$ cat src/rtl/ode_fixed_pkg.sv
// Shared Q8.7 constants and the step-FSM state encoding for the Euler step datapath.
package ode_fixed_pkg;

  localparam int WIDTH = 16;
  localparam int FRAC  = 7;

  localparam logic [WIDTH-1:0] Q_MAX = 16'h7FFF;
  localparam logic [WIDTH-1:0] Q_MIN = 16'h8000;

  typedef enum logic [1:0] {
    IDLE  = 2'd0,
    RUN   = 2'd1,
    FLUSH = 2'd2,
    DONE  = 2'd3
  } step_state_e;

endpackage

$ cat src/rtl/fixed_point_add_saturate.sv
// Combinational signed add that clamps to the most positive / most negative code
// instead of wrapping; saturated flags that the clamp was applied.
module fixed_point_add_saturate #(
  parameter int W = 16
) (
  input  logic [W-1:0] a,
  input  logic [W-1:0] b,
  output logic [W-1:0] sum,
  output logic         saturated
);

  logic [W:0] full;

  assign full = {a[W-1], a} + {b[W-1], b};

  // The two top bits of the sign-extended sum disagree exactly when the result
  // does not fit in W bits; the top bit gives the true sign of the result.
  always_comb begin
    saturated = full[W] ^ full[W-1];
    sum       = full[W-1:0];
    if (saturated) begin
      sum = full[W] ? {1'b1, {(W-1){1'b0}}} : {1'b0, {(W-1){1'b1}}};
    end
  end

endmodule

$ cat src/rtl/ode_step_accumulator.sv
// Euler update stage: x <= sat(x + h*f) for numSteps products, each new state
// emitted on a one-deep valid/ready output register, with a run-wide sticky overflow.
module ode_step_accumulator #(
  parameter int WIDTH = ode_fixed_pkg::WIDTH,
  parameter int FRAC  = ode_fixed_pkg::FRAC,
  parameter int CNT_W = 16
) (
  input  logic             clk,
  input  logic             rst,
  input  logic             start,
  input  logic [WIDTH-1:0] x0,
  input  logic [CNT_W-1:0] numSteps,
  input  logic             inValid,
  output logic             inReady,
  input  logic [WIDTH-1:0] product,
  input  logic             productOverflow,
  output logic             outValid,
  input  logic             outReady,
  output logic [WIDTH-1:0] outState,
  output logic             done,
  output logic             overflow
);

  import ode_fixed_pkg::*;

  if (FRAC >= WIDTH) begin : g_frac_check
    $error("FRAC must leave room for a sign bit");
  end

  step_state_e      state_q, state_d;
  logic [WIDTH-1:0] x_q, x_d;
  logic [WIDTH-1:0] out_state_q, out_state_d;
  logic             out_valid_q, out_valid_d;
  logic             overflow_q, overflow_d;
  logic [CNT_W-1:0] cnt_q, cnt_d;
  logic [CNT_W-1:0] num_steps_q, num_steps_d;

  logic [WIDTH-1:0] sat_sum;
  logic             sat_flag;
  logic             in_fire, out_fire;

  fixed_point_add_saturate #(.W(WIDTH)) u_add (
    .a         (x_q),
    .b         (product),
    .sum       (sat_sum),
    .saturated (sat_flag)
  );

  // A new product may only enter when the output slot is free or draining now.
  assign inReady  = (state_q == RUN) && (!out_valid_q || outReady);
  assign in_fire  = inValid && inReady;
  assign out_fire = out_valid_q && outReady;

  assign outValid = out_valid_q;
  assign outState = out_state_q;
  assign overflow = overflow_q;
  assign done     = (state_q == DONE);

  always_comb begin
    state_d     = state_q;
    x_d         = x_q;
    cnt_d       = cnt_q;
    num_steps_d = num_steps_q;
    overflow_d  = overflow_q;
    out_state_d = out_state_q;
    out_valid_d = out_valid_q;

    case (state_q)
      IDLE, DONE: begin
        if (start) begin
          x_d         = x0;
          cnt_d       = '0;
          num_steps_d = numSteps;
          overflow_d  = 1'b0;
          state_d     = (numSteps == '0) ? DONE : RUN;
        end
      end
      RUN: begin
        if (in_fire) begin
          x_d        = sat_sum;
          cnt_d      = cnt_q + CNT_W'(1);
          overflow_d = overflow_q | productOverflow | sat_flag;
          if (cnt_d == num_steps_q) begin
            state_d = FLUSH;
          end
        end
      end
      FLUSH: begin
        if (out_fire) begin
          state_d = DONE;
        end
      end
      default: state_d = IDLE;
    endcase

    // A simultaneous input fire overwrites the slot, so valid stays asserted.
    if (in_fire) begin
      out_state_d = sat_sum;
      out_valid_d = 1'b1;
    end else if (out_fire) begin
      out_valid_d = 1'b0;
    end
  end

  always_ff @(posedge clk) begin
    if (rst) begin
      state_q     <= IDLE;
      x_q         <= '0;
      cnt_q       <= '0;
      num_steps_q <= '0;
      overflow_q  <= 1'b0;
      out_state_q <= '0;
      out_valid_q <= 1'b0;
    end else begin
      state_q     <= state_d;
      x_q         <= x_d;
      cnt_q       <= cnt_d;
      num_steps_q <= num_steps_d;
      overflow_q  <= overflow_d;
      out_state_q <= out_state_d;
      out_valid_q <= out_valid_d;
    end
  end

endmodule

$ cat config.mk
export PLATFORM = sky130hd
export DESIGN_NAME = ode_step_accumulator
export DESIGN_NICKNAME = d
export VERILOG_FILES = /design/src/rtl/ode_fixed_pkg.sv /design/src/rtl/fixed_point_add_saturate.sv /design/src/rtl/ode_step_accumulator.sv
export SDC_FILE = /design/constraint.sdc
export NUM_CORES = 1
export LEC_CHECK = 0
export CAP_MARGIN = 5
export CORE_AREA = 2 2 90 92
export CTS_CLUSTER_DIAMETER = 50
export DETAILED_ROUTE_END_ITERATION = 16
export DIE_AREA = 0 0 92 94
export GPL_ROUTABILITY_DRIVEN = 0
export GPL_TIMING_DRIVEN = 0
export PLACE_DENSITY = 0.84
export SKIP_LAST_GASP = 1
export SYNTH_ARGS = -nofsm -noshare
export SYNTH_HDL_FRONTEND = slang
export SYNTH_SLANG_ARGS = --single-unit
$ cat constraint.sdc
create_clock -name clk -period 6.15 [get_ports clk]
set_clock_uncertainty 0.15 [all_clocks]
set_input_delay 1.23 -clock clk [delete_from_list [all_inputs] [get_ports clk]]
set_output_delay 1.23 -clock clk [all_outputs]
set_load 0.005 [all_outputs]
== Yosys cells after proc, flatten, opt, wreduce, memory -nomap -nowiden ==
Index checks and enable logic that the tools add are counted.
Word-level totals
  bits in registers: 68
  bits of input ports: 54
  output and inout bits: 20
  logic and storage cells: 52
Cells by class
  $add $sub $neg: 2
  equality and inequality tests: 8
  mux-type cells: 19
  bitwise logic cells: 3
  reduce and logical (&&, ||, !) cells: 13
Operators with widths (count)
  2-to-1 mux 16 bit: 6
  one-hot mux 16 bit (2 select lines): 2
  adder 16 x 16 -> 17 bit: 1
  adder 16 x 1 -> 16 bit (second input constant): 1
  == test 16 bit: 1
  zero test 16 bit: 1
  2-to-1 mux 2 bit: 5
  != test 2 bit (second input constant): 3
  one-hot mux 2 bit (3 select lines): 1
  == test 2 bit (second input constant): 2
  2-to-1 mux 1 bit: 4
  AND reduction 4 bit: 1
  nonzero test 2 bit: 2
  logical AND 1 bit: 3
  AND reduction 3 bit: 1
  == test 2 x 1 -> 1 bit (second input constant): 1
  zero test 2 bit: 1
  != test 2 x 1 -> 1 bit (second input constant): 1
  OR 1 bit: 2
  one-hot mux 1 bit (2 select lines): 1
  AND reduction 2 bit: 1
  OR reduction 2 bit: 1
  zero test 1 bit: 1
  logical OR 1 bit: 1
  bitwise XOR 1 bit: 1

== Logic depth before layout (Yosys ltp) ==
  depth in word-level cells: 6
  depth in mapped cells: 11
  mapped depth without buffers: 10

== Modules after synthesis ==
Synthesis repeated with hierarchy kept, for this count alone.
Second synthesis, totals
  cell total of the unflattened synthesis: 548
  area, all modules: 4400.5 um2
By module, submodules not included
  ode_step_accumulator: instances 1, cells each 422, area an instance 3359.5 um2, sequential area each 1361.3 um2
  fixed_point_add_saturate: instances 1, cells each 126, area an instance 1041.0 um2, sequential area each 0.0 um2

== Least setup slack after synthesis ==
Ideal clock, no wire load.
  path type: input -> register
  from: input product[0]
  to: register x_q[6]
  setup time: 0.095 ns
  arrival: 3.295 ns
  required time: 5.905 ns
  path slack: 2.610 ns
  stages on the path: 11
  path buffers: 1
  path through: ha_1 -> inv_1 -> fa_1 -> nand2b_1 -> a21oi_1 -> o21a_1 -> nor4b_1 -> mux2i_1 -> buf_2 -> nand2_1 -> a221oi_1
On the way
  word-level cells in the longest chain between the ends: 5
  elaborated cells on any way between the ends: 6
  classes of those cells: add/sub (1); mux (4); bitwise (1)
Ends and longest elaborated chain
  start: declaration: line ode_step_accumulator.sv:15  | input logic [WIDTH-1:0] product,
  adder 16 x 16 -> 17 bit (*): line fixed_point_add_saturate.sv:14  | assign full = {a[W-1], a} + {b[W-1], b};
  2-to-1 mux 16 bit or bitwise XOR 1 bit (tied branches): line fixed_point_add_saturate.sv:22, fixed_point_add_saturate.sv:19
  2-to-1 mux 16 bit (*): line fixed_point_add_saturate.sv:21  | if (saturated) begin
  2-to-1 mux 16 bit (*): line ode_step_accumulator.sv:79  | if (in_fire) begin
  one-hot mux 16 bit (2 select lines) (*): line ode_step_accumulator.sv:68  | case (state_q)
  end signal: assignment: line ode_step_accumulator.sv:108  | x_q <= '0;
  end signal: assignment: line ode_step_accumulator.sv:116  | x_q <= x_d;
  end: declaration: line ode_step_accumulator.sv:31  | logic [WIDTH-1:0] x_q, x_d;
Every way passes the cells marked *; elsewhere a longest branch is shown, timed or not. The select of a mux whose other input is x is not followed.
A chain may end at the register's enable or synchronous reset.

== Final worst setup path ==
Ends and elaborated chain as after synthesis.

==> metrics.csv <==
stage;metric;value;unit
place;dpl_worst_slack;1540;ps
worst_setup_path;crit_fanout;10;
global_routing;grt_max_degree;13;
synth;yosysTopAreaCellShare;31.6;%
global_routing;grt_pass1_wl;19.5;mm
pwr;p_leak;2.03;nW
run_status;status;completed;
synth;syn_nets;636;
timing;rsz0062_at_grt;no;
timing;slew_violations;0;
cts;cts.sink_count;68;
timing;finalSetupViolCount;0;
cells_and_area;diodes;0;
global_routing;antenna_found_initial;0;
global_routing;grt-ovfl-total;0;
timing;fin_ws;1850;ps
cts;cts_root_buf;clkbuf_8;
cts;cts_hold_repair.buffers;0;
global_routing;use_met1;34.3;%
cells_and_area;layout.nets;719;
cts;htree_num_levels;3;
global_routing;grt_usage;28.5;%
synth;synth_top_family_by_area;compound AO/OA/AOI/OAI gates;
timing;final.setup.tns;0;ps
cts;clkSlewWorstSetupHoldPaths;80;ps
global_routing;grt_pass1_vias;4170;
synth;yosys.area_share.simple;24.7;%
synth;synth_ff_type;dfxtp_1;
synth;syn-cell-area;4310;sq um
synth;syn_area_per_cell;7.70;sq um
synth;ys_warn_count;0;
timing;period_needed;4300;ps
cells_and_area;final_cell_mix;nand2_1, clkdlybuf4s50_1, dfxtp_1;
route;drcViolationCount;0;
min_path;hold_path_class;flip-flop to flip-flop;
route;num_vias;4504;
cells_and_area;area_growth;24.6;%
synth;synth_edf_count;0;
cells_and_area;regArea;1360;sq um
floorplanning;row_count;32;
cts;clk_latency;350;ps
floorplanning;die-area;8650;sq um
floorplanning;design.core.area;7610;sq um
timing;hold_violations;0;
global_routing;grt.met3_usage;3.85;%
cells_and_area;multi_input_area;2730;sq um
route;wirelength;12.3;mm
cts;cts_max_path_buffers;2;
synth;async_reset_ff_share;0;%
cells_and_area;mostFrequentLayoutCell;nand2_1;
floorplanning;start_util;56.7;%
worst_setup_path;slowest_delay;480;ps
worst_setup_path;end_kind;flip-flop;
synth;muxShareOfSynthArea;0.755;%
synth;ys_seq_area_share;31.6;%
synth;ys_ff_latch;68;
worst_setup_path;path_cells;clkdlybuf4s50_1 -> ha_1 -> inv_1 -> fa_1 -> nand2b_1 -> a21oi_1 -> o21a_1 -> nor4b_1 -> mux2i_1 -> buf_2 -> nand2_1 -> a221oi_1;
global_routing;grt_use_met2;49.6;%
synth;synth_top_cells_by_area;dfxtp_1, a21oi_1, nand2_1;
route;vias_per_cell;6.01;
synth;synth_top_cell_by_area;dfxtp_1;
route;drt_iter0_drc;251;
worst_setup_path;critPathTopFamily;buffers and inverters;
worst_setup_path;required;6260;ps
place;dp_hpwl;9.22;mm
route;wl_per_cell;16.4;um
timing;finalCritPeriodShare;69.9;%
timing;max-slew-margin-rel;51.8;%
worst_setup_path;worstPathArrival;4410;ps
timing;tightest_slew;720;ps
pwr;peakVddDrop;0.000255;V
timing;fmax;233;MHz
worst_setup_path;critPathLaunchType;input port;
worst_setup_path;cp_num_buf_inv;3;
floorplanning;die_height;94;um
cts;cts_tree;built;
route;firstDrtPassIters;5;
synth;synth_xor_area_share;6.50;%
run;drv_cap;0;
worst_setup_path;path_class;input port to flip-flop;
route;ant_nets;0;
cells_and_area;nFillCells;620;
synth;ys_types;61;
synth;netlist_instances;560;
synth;synthAdderAreaFrac;6.56;%
synth;synth_compound_area_share;24.7;%
cts;cts_setup_buffers;0;
floorplanning;pin_count;74;
cells_and_area;final_layout_size_suffix_gt1_share;5.56;%
pwr;cellPowerDensity;427;nW/um^2
worst_setup_path;crit_slowest_cell;mux2i_1;
global_routing;busiest_layer;met2;
place;port_buffers;72;
floorplanning;die_w;92;um
cts;cts_resized;0;
cts;cts_inserted_buffers;9;
## sequential cells by signal (all words and copies together) (netlist names)
register	count
overflow	1
state_q	2
outState	16
num_steps_q	16
outValid	1
cnt_q	16
x_q	16
## layer usage
metal	share of wire, %	vias to the layer above
met4	4.3	0
met5	0	-
met1	40	2054
met3	7.8	43
li1	-	2181
met2	48	226
## worst register-to-register path, cell delays in order, from the launching register on
cell and delay (ps):
dfxtp_1 340, ha_1 240, inv_1 80, fa_1 380, nand2b_1 190, a21oi_1 330, o21a_1 230, nor4b_1 70
mux2i_1 480, buf_2 340, nand2_1 130, a221oi_1 250
## synthesized netlist by cell type (3+ instances only)
cell	number
a31oi_1	4
xnor2_1	19
clkbuf_8	5
xor2_1	13
dfxtp_1	68
nand3b_1	3
nand4_1	7
nand3_1	13
a21oi_1	62
nand2b_1	12
ha_1	21
inv_1	9
o21ai_0	35
nand2_1	75
nor3_1	10
or3_1	6
nor4_1	10
a221oi_1	7
and4_1	3
nor2_1	62
o211ai_1	13
a21o_1	12
and2_1	4
clkbuf_1	20
nor2b_1	5
a211oi_1	20
## through the flow
step / area (sq um) / std cells / total power [mW] / utilization (%) / hold WS [ps]
after detailed placement: 5160 / 734 / 1.87 / 67.8 / 299
after global routing: 5370 / 750 / 2.44 / 70.6 / 350
after floorplan: 4310 / 560 / 1.48 / - / 298
after global placement: 5160 / 734 / 1.83 / 67.8 / 294
final: 5370 / 750 / 2.29 / 70.6 / 314
after CTS: 5370 / 750 / 2.27 / 70.6 / 318
## cell type report
| class | instances | share of cell area, % |
|---|---|---|
| sequential | 68 | 25.4 |
| timing repair buffer | 72 | 13.4 |
| inverter | 10 | 0.699 |
| buffer | 32 | 3.45 |
| clock buffer | 11 | 2.82 |
| multi-input combinational | 450 | 50.8 |
| tap | 102 | 2.38 |
| clock inverter | 5 | 1.10 |
## worst paths after layout
kind                                   from     endpoint  slack [ps]  cells after the start
worst max-delay path             product[0]       x_q[6]        1850                     12
worst min-delay path            outState[9]  outState[9]         310                      2
worst max register to register       x_q[0]       x_q[6]        2840                     11
worst min register to register  outState[9]  outState[9]         310                      2
## cell families (layout without fill, tap and decap cells)
| group | count (synthesis) | after routing |
|---|---|---|
| XOR/XNOR | 32 | 32 |
| AO/OA/AOI/OAI | 172 | 172 |
| flip-flops | 68 | 68 |
| multiplexers | 3 | 3 |
| AND/OR/NAND/NOR | 221 | 221 |
| buffers and inverters | 42 | 130 |
| adder cells (fa/ha/maj) | 22 | 22 |
## where the power goes
part	internal, mW	leakage, nW	switching, mW	total, mW
clock network	0.210	0.102	0.185	0.395
registers	0.546	0.556	0.0721	0.618
logic	0.501	1.38	0.780	1.28
(Power assumes the default switching activity.)
